<file path="config.mk">
export PLATFORM = sky130hd
export DESIGN_NAME = mmio_uart_tx
export DESIGN_NICKNAME = d
export VERILOG_FILES = /design/src/rtl/uart_pkg.sv /design/src/rtl/uart_fifo.sv /design/src/rtl/mmio_uart_tx.sv
export SDC_FILE = /design/constraint.sdc
export NUM_CORES = 1
export LEC_CHECK = 0
export ABC_AREA = 1
export CORE_MARGIN = 2
export CORE_UTILIZATION = 31
export DETAILED_ROUTE_END_ITERATION = 16
export HOLD_SLACK_MARGIN = 0.1
export SKIP_CTS_REPAIR_TIMING = 1
export SYNTH_ARGS = -nofsm -noshare
export SYNTH_HDL_FRONTEND = slang
export SYNTH_SLANG_ARGS = --single-unit
</file>
<file path="constraint.sdc">
create_clock -name clk -period 3.8 [get_ports clk]
set_clock_uncertainty 0.05 [all_clocks]
set_input_delay 0.76 -clock clk [delete_from_list [all_inputs] [get_ports clk]]
set_output_delay 0.76 -clock clk [all_outputs]
set_load 0.01 [all_outputs]
</file>
<file path="src/rtl/uart_pkg.sv">
// Shared constants and types for the memory-mapped UART transmitter.
package uart_pkg;

  localparam logic [1:0] OFF_TXDATA = 2'd0;
  localparam logic [1:0] OFF_STATUS = 2'd1;
  localparam logic [1:0] OFF_DIV    = 2'd2;
  localparam logic [1:0] OFF_RSVD   = 2'd3;

  localparam int ST_FULL    = 0;
  localparam int ST_EMPTY   = 1;
  localparam int ST_BUSY    = 2;
  localparam int ST_OVF     = 3;
  localparam int ST_CNT_LSB = 4;

  localparam logic [15:0] DEFAULT_DIV = 16'd868;

  typedef enum logic [1:0] {
    S_IDLE,
    S_START,
    S_DATA,
    S_STOP
  } tx_state_e;

endpackage

</file>
<file path="src/rtl/uart_fifo.sv">
// Synchronous FIFO; on simultaneous push and pop the head is read before the
// new entry lands, so a push into a full FIFO succeeds when it is also popped.
module uart_fifo #(
  parameter int DEPTH = 8,
  parameter int WIDTH = 8
) (
  input  logic                     clk,
  input  logic                     reset,
  input  logic                     push,
  input  logic                     pop,
  input  logic [WIDTH-1:0]         wr_data,
  output logic [WIDTH-1:0]         rd_data,
  output logic                     full,
  output logic                     empty,
  output logic [$clog2(DEPTH):0]   count
);

  localparam int AW = $clog2(DEPTH);
  localparam logic [AW:0] FULL_CNT = (AW+1)'(DEPTH);

  logic [WIDTH-1:0] mem [DEPTH];
  logic [AW-1:0]    wptr;
  logic [AW-1:0]    rptr;
  logic             do_push;
  logic             do_pop;

  assign full    = (count == FULL_CNT);
  assign empty   = (count == '0);
  assign do_pop  = pop && !empty;
  assign do_push = push && (!full || do_pop);
  assign rd_data = mem[rptr];

  always_ff @(posedge clk) begin
    if (do_push) mem[wptr] <= wr_data;
  end

  always_ff @(posedge clk) begin
    if (reset) begin
      wptr  <= '0;
      rptr  <= '0;
      count <= '0;
    end else begin
      if (do_push) wptr <= wptr + 1'b1;
      if (do_pop)  rptr <= rptr + 1'b1;
      if (do_push && !do_pop)      count <= count + 1'b1;
      else if (do_pop && !do_push) count <= count - 1'b1;
    end
  end

endmodule

</file>
<file path="src/rtl/mmio_uart_tx.sv">
// Memory-mapped 8N1 UART transmitter: TXDATA/STATUS/DIV register window,
// TX FIFO and a bit-timing state machine with a registered serial output.
module mmio_uart_tx #(
  parameter logic [31:0] BASE_ADDR   = 32'h1000_0000,
  parameter int          FIFO_DEPTH  = 8,
  parameter logic [15:0] DEFAULT_DIV = uart_pkg::DEFAULT_DIV
) (
  input  logic        clk,
  input  logic        reset,
  input  logic [31:0] m_addr,
  input  logic [31:0] m_wr_dat,
  input  logic        rd_en,
  input  logic        wr_en,
  output logic [31:0] m_rd_dat,
  output logic        addr_hit,
  output logic        txd
);

  import uart_pkg::*;

  localparam int CW = $clog2(FIFO_DEPTH) + 1;

  logic [1:0]    offset;
  logic          wr_txdata;
  logic          wr_status;
  logic          wr_div;

  logic          fifo_pop;
  logic [7:0]    fifo_rd;
  logic          fifo_full;
  logic          fifo_empty;
  logic [CW-1:0] fifo_count;

  logic          ovf;
  logic [15:0]   div_reg;

  tx_state_e     state, state_n;
  logic [15:0]   bit_cnt, bit_cnt_n;
  logic [2:0]    bit_idx, bit_idx_n;
  logic [7:0]    shifter, shifter_n;
  logic          txd_n;
  logic          tick;

  assign addr_hit  = (m_addr[31:4] == BASE_ADDR[31:4]);
  assign offset    = m_addr[3:2];
  assign wr_txdata = wr_en && addr_hit && (offset == OFF_TXDATA);
  assign wr_status = wr_en && addr_hit && (offset == OFF_STATUS);
  assign wr_div    = wr_en && addr_hit && (offset == OFF_DIV);

  uart_fifo #(
    .DEPTH (FIFO_DEPTH),
    .WIDTH (8)
  ) u_fifo (
    .clk     (clk),
    .reset   (reset),
    .push    (wr_txdata),
    .pop     (fifo_pop),
    .wr_data (m_wr_dat[7:0]),
    .rd_data (fifo_rd),
    .full    (fifo_full),
    .empty   (fifo_empty),
    .count   (fifo_count)
  );

  always_ff @(posedge clk) begin
    if (reset) begin
      ovf     <= 1'b0;
      div_reg <= DEFAULT_DIV;
    end else begin
      if (wr_txdata && fifo_full && !fifo_pop) ovf <= 1'b1;
      else if (wr_status && m_wr_dat[ST_OVF])  ovf <= 1'b0;
      if (wr_div) div_reg <= (m_wr_dat[15:0] == 16'd0) ? 16'd1 : m_wr_dat[15:0];
    end
  end

  always_comb begin
    m_rd_dat = '0;
    if (rd_en && addr_hit) begin
      case (offset)
        OFF_STATUS: begin
          m_rd_dat[ST_FULL]                = fifo_full;
          m_rd_dat[ST_EMPTY]               = fifo_empty;
          m_rd_dat[ST_BUSY]                = (state != S_IDLE);
          m_rd_dat[ST_OVF]                 = ovf;
          m_rd_dat[ST_CNT_LSB +: CW]       = fifo_count;
        end
        OFF_DIV: m_rd_dat[15:0] = div_reg;
        default: m_rd_dat = '0;
      endcase
    end
  end

  assign tick = (bit_cnt == 16'd0);

  always_comb begin
    state_n   = state;
    bit_cnt_n = bit_cnt;
    bit_idx_n = bit_idx;
    shifter_n = shifter;
    fifo_pop  = 1'b0;
    txd_n     = 1'b1;
    case (state)
      S_IDLE: begin
        if (!fifo_empty) begin
          fifo_pop  = 1'b1;
          shifter_n = fifo_rd;
          bit_cnt_n = div_reg - 16'd1;
          state_n   = S_START;
        end
      end
      S_START: begin
        txd_n = 1'b0;
        if (tick) begin
          bit_cnt_n = div_reg - 16'd1;
          bit_idx_n = 3'd0;
          state_n   = S_DATA;
        end else begin
          bit_cnt_n = bit_cnt - 16'd1;
        end
      end
      S_DATA: begin
        txd_n = shifter[0];
        if (tick) begin
          bit_cnt_n = div_reg - 16'd1;
          shifter_n = {1'b0, shifter[7:1]};
          if (bit_idx == 3'd7) state_n = S_STOP;
          else                 bit_idx_n = bit_idx + 3'd1;
        end else begin
          bit_cnt_n = bit_cnt - 16'd1;
        end
      end
      S_STOP: begin
        if (tick) state_n = S_IDLE;
        else      bit_cnt_n = bit_cnt - 16'd1;
      end
      default: state_n = S_IDLE;
    endcase
  end

  // txd is taken from the current state, so the line lags the FSM by one cycle
  always_ff @(posedge clk) begin
    if (reset) begin
      state   <= S_IDLE;
      bit_cnt <= '0;
      bit_idx <= '0;
      shifter <= '0;
      txd     <= 1'b1;
    end else begin
      state   <= state_n;
      bit_cnt <= bit_cnt_n;
      bit_idx <= bit_idx_n;
      shifter <= shifter_n;
      txd     <= txd_n;
    end
  end

endmodule

</file>
==> summary by stage <==
Timing
The final worst setup slack is approximately 0.25 ns. Setup repair after global routing left no endpoint under its margin. The count of final setup violators is 0.

The number of hold violations in the final report is 0. After layout, the minimum clock period comes to 3.55 ns. The minimum hold slack is 0.412 ns.

The maximum achievable frequency is 282 MHz. The max-slew violation count is 0. The final cycle utilization of the critical path is slightly above 90%. The transition at the pin with the smallest max-transition slack is about 1.1 ns.

The worst pin sits at a relative slew slack of 28.2%. Setup total negative slack on the finished layout was measured at 0 ns.

Power and ir drop
The power density over the cells is 653 nW/um^2. Across the VDD grid, the largest voltage drop is 0.343 mV. The analysis attributes to cell leakage a power of 3.19 nW.

Critical path
The critical path arrival is 2.74 ns. The critical path is of the in -> out type. The type of element capturing the critical path is an output port.

STA puts the critical path data required time at 2.99 ns. STA classifies the critical path startpoint as an input pin. The highest fanout seen on the critical path is 8.

CTS
The number of levels in the clock H-tree is 4. At the later pin of the worst-skew pair, clock insertion delay measures 0.41 ns. TritonCTS built the clock tree. In this run the deepest clock path goes through 2 buffers.

After clock tree synthesis, the clock-pin slew on the worst setup and hold paths is 0.06 ns. The cell sitting at the root of the clock tree is a sky130_fd_sc_hd__clkbuf_16. TritonCTS created 17 clock buffers. CTS saw between 100 and 150 sinks.

Route
For this run, design rule violations remaining after detail routing come to 0. The final antenna-violating net count is 0. Summed over all layers, the routed wires come to around 16000 microns. The detailed-routing iteration count for the pre-antenna-repair pass is 5. Using the TritonRoute via totals, the vias-per-cell ratio works out to 4.70. For this block, the via count after detailed routing is 5517. The routed length per placed instance is about 13 microns. The DRC marker count from the first detailed-route iteration is 355.

Logic synthesis
For this run, asynchronously set or reset flops after synthesis account for 0%. Yosys mapped a number of flops with a built-in enable equal to 64. Of all cell types, the one taking the most synthesized area is sky130_fd_sc_hd__edfxtp_1. The count of cell types in the netlist is 42. Summing the sequential cell areas from Yosys gives 47.6% of the chip area. Averaged over all synthesized cells, the footprint is 8.04 sq um. The proportion of netlist area held by the largest area contributor is between 20% and 30%.

Counting every instance in the synthesized netlist gives 816. The mapped netlist covers 6560 sq um. In this run, synthesis produced a sequential element count of 124. Yosys printed 0 warnings. The commonest register cell after synthesis is sky130_fd_sc_hd__edfxtp_1. By area the synthesized netlist is led by sky130_fd_sc_hd__edfxtp_1 (29%), sky130_fd_sc_hd__dfxtp_1 (18%), sky130_fd_sc_hd__nand2_1 (11%).

GRT
For this run, global-route usage on met2 was measured as 25.3%. The leftover overflow at the end of global routing is 0. Entering global routing, the biggest net connects 33 pins.

The initial antenna violation count is 0. The global-route wire length before repair is roughly 26000 microns. The number of global-route vias before repair is 5174. The global routing stage identified its most utilized layer as met2. The met3 routing resource usage after global routing is 3.57%.

For this run, global-route usage on met1 was measured as 18.3%. Global routing used 14.8% of the available tracks.

Final layout
The filler cells instantiated in the layout total around 2100. In the final layout, the share of cells above drive strength 1 is 9.11%. The final layout contains slightly below 1000 nets. Compared with the post-synthesis result, the final layout area differs by 22.6%. The number of antenna cells inserted is 0. The flip-flop count of the largest register after layout is 64.

Status
The run finished with clean final reports.

Worst hold path
The path class of the tightest hold or removal check is reg -> reg.

Floorplanning
Measured along the x axis, the die boundary spans approximately 150 microns. The floorplan has 53 rows. The region available for standard cell placement spans 20900 sq um. The height of the chip is 149 microns.

The initial core utilization is roughly a third. The top-level I/O count is 102. The die covers 22300 sq um.

Placement
The count of buffers from port buffering is 67. The wire-length estimate of the detail-placed layout is 11100 microns. The placer's final routability congestion estimate is 0.791. The post-placement setup slack is 0.115 ns.

Job
Max-cap violations in this run came to 0.
==> worst paths after layout <==
check	start	to	slack (ns)	cells after the start
setup / recovery	m_addr[28]	m_rd_dat[3]	0.25	8
hold / removal	shifter[6]	shifter[6]	0.41	2
setup reg to reg	state[0]	u_fifo.count[3]	1.10	14
hold reg to reg	shifter[6]	shifter[6]	0.41	2
==> critical path: stages <==
cell	delay [ns]
sky130_fd_sc_hd__clkdlybuf4s50_1	0.45
sky130_fd_sc_hd__nand2_1	0.07
sky130_fd_sc_hd__nor3_2	0.16
sky130_fd_sc_hd__nand2_1	0.12
sky130_fd_sc_hd__nor2_4	0.22
sky130_fd_sc_hd__nand3_2	0.20
sky130_fd_sc_hd__a21oi_1	0.18
sky130_fd_sc_hd__clkdlybuf4s50_1	0.58
==> metal layers <==
metal / share of wire, % / routed length [microns]
met1: 46 / 7170
met2: 48 / 7480
met3: 4.9 / 756
met4: 1.1 / 167
met5: 0 / 0
==> cell families (layout without fill, tap and decap cells) <==
group	count (synthesis)	count (layout)	share of synthesized area [%]
AO/OA/AOI/OAI	116	116	9.33
XOR/XNOR	25	25	3.34
adder cells (fa/ha/maj)	19	19	3.74
buffers and inverters	100	169	7.40
flip-flops	124	124	47.6
other	1	16	0.0572
AND/OR/NAND/NOR	431	431	28.5
==> through the flow <==
stage | util, % | cell area [sq um] | cells | total power, mW
2_1_floorplan | - | 6620 | 831 | 3.33
3_3_place_gp | 35.7 | 7470 | 1143 | 3.70
3_5_place_dp | 35.7 | 7470 | 1143 | 3.73
4_1_cts | 38.5 | 8040 | 1175 | 5.30
5_1_grt | 38.5 | 8050 | 1175 | 5.70
6_report | 38.5 | 8050 | 1175 | 5.25
==> power breakdown <==
part | switching [mW] | leakage, nW | internal (mW)
logic | 1.26 | 1.85 | 0.687
clock network | 0.675 | 0.282 | 0.871
registers | 0.177 | 1.07 | 1.58
total | 2.12 | 3.19 | 3.14
==> final cells by class <==
class                      count  area [sq um]  share of cell area [%]
multi-input combinational    607          3020                    37.5
timing repair buffer          82           783                    9.74
clock inverter                15           146                    1.82
tap                          275           344                    4.28
inverter                      55           208                    2.58
sequential                   124          3120                    38.8
clock buffer                  17           425                    5.29
==> Yosys cell counts, drive strengths merged, types with 2 or more instances <==
cell type and instances:
nand4 7, a31oi 4, dfxtp 60, clkbuf 12, inv 52, edfxtp 64
nor3 16, nand3b 5, buf 33, a21oi 72, ha 18, o21ai 34
nor2 122, nand3 73, o211ai 2, clkinv 3, xor2 20, nand2 198
or2 5, nor4 4, xnor2 5
==> layout by cell type, fill, tap and decap left out, drive strengths merged <==
master	netlist	routed
a21boi	1	1
a21oi	72	72
a22oi	1	1
a31oi	4	4
buf	33	15
clkbuf	12	17
clkdlybuf4s50	0	67
clkinv	3	7
clkinvlp	0	1
conb	1	16
dfxtp	60	60
edfxtp	64	64
fa	1	1
ha	18	18
inv	52	62
nand2	198	198
nand3	73	73
nand3b	5	5
nand4	7	7
nor2	122	122
nor3	16	16
nor3b	1	1
nor4	4	4
o211a	1	1
o211ai	2	2
o21ai	34	34
o221ai	1	1
or2	5	5
xnor2	5	5
xor2	20	20
Power figures use the tool's default switching activity.
